===== config.mk =====
export PLATFORM = sky130hd
export DESIGN_NAME = serial_adder
export DESIGN_NICKNAME = d
export VERILOG_FILES = /design/src/rtl/serial_adder_pkg.sv /design/src/rtl/serial_adder_full_adder.sv /design/src/rtl/serial_adder.sv
export SDC_FILE = /design/constraint.sdc
export NUM_CORES = 1
export LEC_CHECK = 0
export BUFFER_PORTS_ARGS = -buffer_cell sky130_fd_sc_hd__buf_4
export CAP_MARGIN = 0
export CORE_MARGIN = 4
export CORE_UTILIZATION = 43
export CTS_CLUSTER_DIAMETER = 40
export DETAILED_ROUTE_END_ITERATION = 12
export GPL_TIMING_DRIVEN = 0
export PLACE_DENSITY = 0.65
export SYNTH_ARGS = -nofsm -noshare
export SYNTH_HDL_FRONTEND = slang
export SYNTH_SLANG_ARGS = --single-unit

===== constraint.sdc =====
create_clock -name clk -period 1.88 [get_ports clk]
set_clock_uncertainty 0.05 [all_clocks]
set_input_delay 0.376 -clock clk [delete_from_list [all_inputs] [get_ports clk]]
set_output_delay 0.376 -clock clk [all_outputs]
set_load 0.005 [all_outputs]

===== src/rtl/serial_adder_pkg.sv =====
// Shared definitions for the bit-serial adder: FSM encoding and counter sizing.
package serial_adder_pkg;

    typedef enum logic [1:0] {
        ST_IDLE = 2'd0,
        ST_RUN  = 2'd1,
        ST_DONE = 2'd2
    } state_t;

    function automatic int cnt_width(input int width);
        return (width > 1) ? $clog2(width) : 1;
    endfunction

endpackage


===== src/rtl/serial_adder_full_adder.sv =====
// Single-bit full adder built from two half-adder cells and an OR of their carries.
module half_adder (
    input  logic a,
    input  logic b,
    output logic sum,
    output logic carry
);
    assign sum   = a ^ b;
    assign carry = a & b;
endmodule

module full_adder (
    input  logic a,
    input  logic b,
    input  logic cin,
    output logic sum,
    output logic cout
);
    logic w_ha0_sum;
    logic w_ha0_carry;
    logic w_ha1_carry;

    half_adder u_ha0 (.a(a),         .b(b),   .sum(w_ha0_sum), .carry(w_ha0_carry));
    half_adder u_ha1 (.a(w_ha0_sum), .b(cin), .sum(sum),       .carry(w_ha1_carry));

    assign cout = w_ha0_carry | w_ha1_carry;
endmodule


===== src/rtl/serial_adder.sv =====
// Bit-serial WIDTH-bit adder: one full-adder stage and a carry flop, LSB first,
// with valid/ready handshakes on both the operand and result sides.
module serial_adder
    import serial_adder_pkg::*;
#(
    parameter int WIDTH = 8
) (
    input  logic             clk,
    input  logic             rst,
    input  logic             in_valid,
    output logic             in_ready,
    input  logic [WIDTH-1:0] a,
    input  logic [WIDTH-1:0] b,
    input  logic             cin,
    output logic             out_valid,
    input  logic             out_ready,
    output logic [WIDTH-1:0] sum,
    output logic             cout
);
    localparam int CNT_W = cnt_width(WIDTH);
    localparam logic [CNT_W-1:0] CNT_LAST = CNT_W'(WIDTH - 1);

    state_t           r_state;
    state_t           w_state_nxt;
    logic [WIDTH-1:0] r_a;
    logic [WIDTH-1:0] r_b;
    logic [WIDTH-1:0] r_s;
    logic             r_carry;
    logic [CNT_W-1:0] r_cnt;
    logic             w_fa_sum;
    logic             w_fa_cout;
    logic [WIDTH-1:0] w_s_nxt;

    full_adder u_fa (
        .a   (r_a[0]),
        .b   (r_b[0]),
        .cin (r_carry),
        .sum (w_fa_sum),
        .cout(w_fa_cout)
    );

    // The sum bit enters at the MSB so that after WIDTH shifts bit 0 lands at S[0].
    generate
        if (WIDTH == 1) begin : g_s_one
            assign w_s_nxt = w_fa_sum;
        end else begin : g_s_wide
            assign w_s_nxt = {w_fa_sum, r_s[WIDTH-1:1]};
        end
    endgenerate

    // State register.
    always_ff @(posedge clk or posedge rst) begin
        if (rst) begin
            r_state <= ST_IDLE;
        end else begin
            r_state <= w_state_nxt;
        end
    end

    // Next-state decode.
    always_comb begin
        w_state_nxt = r_state;
        case (r_state)
            ST_IDLE: begin
                if (in_valid) begin
                    w_state_nxt = ST_RUN;
                end else begin
                    w_state_nxt = ST_IDLE;
                end
            end
            ST_RUN: begin
                if (r_cnt == CNT_LAST) begin
                    w_state_nxt = ST_DONE;
                end else begin
                    w_state_nxt = ST_RUN;
                end
            end
            ST_DONE: begin
                if (out_ready) begin
                    w_state_nxt = ST_IDLE;
                end else begin
                    w_state_nxt = ST_DONE;
                end
            end
            default: w_state_nxt = ST_IDLE;
        endcase
    end

    // Operand load, per-bit shift/add and bit counter.
    always_ff @(posedge clk or posedge rst) begin
        if (rst) begin
            r_a     <= '0;
            r_b     <= '0;
            r_s     <= '0;
            r_carry <= 1'b0;
            r_cnt   <= '0;
        end else begin
            case (r_state)
                ST_IDLE: begin
                    if (in_valid) begin
                        r_a     <= a;
                        r_b     <= b;
                        r_carry <= cin;
                        r_cnt   <= '0;
                    end
                end
                ST_RUN: begin
                    r_a     <= r_a >> 1;
                    r_b     <= r_b >> 1;
                    r_s     <= w_s_nxt;
                    r_carry <= w_fa_cout;
                    r_cnt   <= r_cnt + CNT_W'(1);
                end
                default: begin
                    r_a <= r_a;
                end
            endcase
        end
    end

    assign in_ready  = (r_state == ST_IDLE);
    assign out_valid = (r_state == ST_DONE);
    assign sum       = r_s;
    assign cout      = r_carry;

endmodule


==> impl_results.md <==
* Worst-Skew Late Latency at 0.28 ns
* Max cap viols at 0
* Synthesized area per cell at 13.0 µm²
* 1st-pass router iterations at 4
* ANT cells at 0
* Inserted Clock Buffers at 5
* # rows at 21
* Setup TNS at 0 ns
* Final core area utilization at 56.5%
* Crit. End Element: primary output
* Int Power at 1950 µW
* RSZ-0062 raised after global routing: no
* Synth area leader: dfrtp_1
* DP Wirelength at 2.35 mm
* GP Congestion at 0.741
* Vias at 1,091
* Pin count of the biggest net entering global routing at 31
* Fmax at 0.564 GHz
* Crit Path Category: flip-flop to primary output
* Synth Flop Type: dfrtp_1
* Register bit total from synthesis at 30
* Die Wd at 68.4 µm
* Arrival time worst endpoint at 1.35 ns
* Final hold vios at 0
* CTS Hold Bufs at 0
* H-tree lvl count at 2
* Final worst path period share at 94.4%
* ANT nets after route at 0
* Initial Util at 45.6%
* Outcome: complete, no violations
* Critical Path RT at 1.45 ns
* Clock Path Buffers at 2
* Leakage at 0.000886 µW
* Vias per cell at 5.32
* All-Layer GR Usage at 16.7%
* EDFF count, synth at 0
* TritonCTS clock tree: done
* Initial antenna violation count at 0
* Flop2flop setup slack at 0.48 ns
* Min Tclk post-route at 1.77 ns
* Sw Ratio at 35.1%
* Routed WL at 3.26 mm
* Initial DRC count at 37
* Top cell type's share of synthesized area at 47.8%
* Yosys warns at 0
* Count of input and output buffers at 31
* First-pass GRT wire length at 5.65 mm
* Async SR Flop Fraction at 100%
* Residual DRC at 0
* Startpoint Class: flip-flop
* Number of global-route vias before repair at 1,174
* Syn Nets at 145
* Most frequent cells in the layout: buf_4 (33), dfrtp_1 (28), inv_1 (11)
* GR Overflow Total at 0
* Area contributors post-synth: dfrtp_1 (48%), a221oi_2 (7.7%), nor4b_2 (6.7%)
* Clock share of power at 16.0%
* DIE HEIGHT at 68.4 µm
* # clock sinks at 30
* Worst-Margin Slew at 1.11 ns
* Hold WC Path Type: input port to asynchronous set/reset pin
* Comb power frac at 44.6%
* Post-DR wirelength/cell at 15.9 µm
* Ports at 32
* Mapped Cells at 121
* Worst-path clk slew at 0.06 ns
* Worst rel slew slack at 26.1%
* Die ar. at 4680 µm²
* Layout cells sized above 1 at 44.7%
* VDD IR max at 0.651 mV
* Slew Viols, Final at 0
* Core area at 3440 µm²
* Register area share after synthesis at 47.8%
* Root Driver: clkbuf_8
* Final setup vio count at 0
* Layout area overhead at 23.8%
* Unique cell type count in the Yosys netlist at 26
* Switching power at 1060 µW
* Crit-path max FO at 10
* Post-Syn Area at 1570 µm²
* Reg power frac at 39.4%
* Nets at 183
* Total power per unit cell area at 1540 nW/µm²
* Most common cell after layout, fill and taps aside: buf_4
==> final cells by class <==
type	instances	area (µm²)
repair buffers	31	233
clock buffers	5	68.8
well taps	46	57.6
multi-input cells	69	698
clock inverters	2	10.0
fillers	308	1500
plain buffers	11	81.3
flip-flops and latches	30	753
inverters	11	41.3
==> critical path, cell delays in order, from the launching register on <==
cell and delay, ns:
dfrtp_2 0.47, buf_6 0.17, clkbuf_4 0.21, nor2_1 0.11
buf_4 0.12
==> synth_stat cells, types with 3 or more instances <==
master,count
buf_6,3
o221a_1,3
nor2_1,10
a22o_1,3
buf_2,6
nor4b_2,7
inv_1,11
a221oi_2,8
o221a_2,3
dfrtp_1,30
nand2b_1,3
or4b_1,6
mux2_1,8
==> state kept, by name, summed over array words and instances (netlist names) <==
signal and flops:
r_a 8, r_b 8, sum 8, r_cnt 3, r_state 2, cout 1
==> cells by family after synthesis <==
kind of cell / count (synthesis) / synth area share [%]
fa+ha+maj: 3 / 2.87
flops: 30 / 47.8
simple gates: 34 / 18.3
buf+inv: 22 / 7.66
compound gates: 23 / 17.0
mux: 9 / 6.38
==> worst paths after layout <==
path | end | cells past startpoint | start
worst max-delay path | in_ready | 4 | r_state[0]$_DFF_PP0_
worst min-delay path | r_b[2]$_DFFE_PP0P_ | 2 | rst
worst max register to register | r_b[6]$_DFFE_PP0P_ | 3 | r_state[1]$_DFF_PP0_
worst min register to register | r_cnt[0]$_DFFE_PP0P_ | 1 | r_cnt[0]$_DFFE_PP0P_
max in group asynchronous | r_state[0]$_DFF_PP0_ | 2 | rst
min in group clk | r_state[1]$_DFF_PP0_ | 3 | out_ready
==> per-stage QoR <==
| stage | cell area [µm²] | hold WS, ns | total power (µW) | worst slack [ns] | cells |
|---|---|---|---|---|---|
| floorplan | 1570 | 0.407 | 2110 | 0.537 | 121 |
| global placement | 1860 | 0.417 | 2480 | 0.304 | 198 |
| detailed placement | 1860 | 0.429 | 2550 | 0.260 | 198 |
| CTS | 1940 | 0.365 | 3030 | 0.0414 | 205 |
| global route | 1940 | 0.368 | 3250 | 0.0255 | 205 |
| finish | 1940 | 0.334 | 3000 | 0.106 | 205 |
==> what timing repair did <==
item	4_1_cts	5_1_grt
endpoints found under the setup margin	1	1
gates cloned	0	0
gates resized for setup	1	2
setup buffers	0	0
==> routing by layer <==
metal	GRT usage (%)	up-vias	share of wire [%]
li1	-	526	-
met1	21.5	531	46
met2	26.9	29	48
met5	0	-	0
met3	5.42	5	4.8
met4	4.47	0	1.0
==> power groups by stage <==
stage / logic, µW / clock network, µW / registers [µW]
2_1_floorplan: 970 / 0 / 1140
3_3_place_gp: 1310 / 0 / 1170
3_5_place_dp: 1350 / 0 / 1190
4_1_cts: 1360 / 490 / 1180
5_1_grt: 1500 / 530 / 1220
6_report: 1340 / 480 / 1180
(Power assumes the default switching activity.)
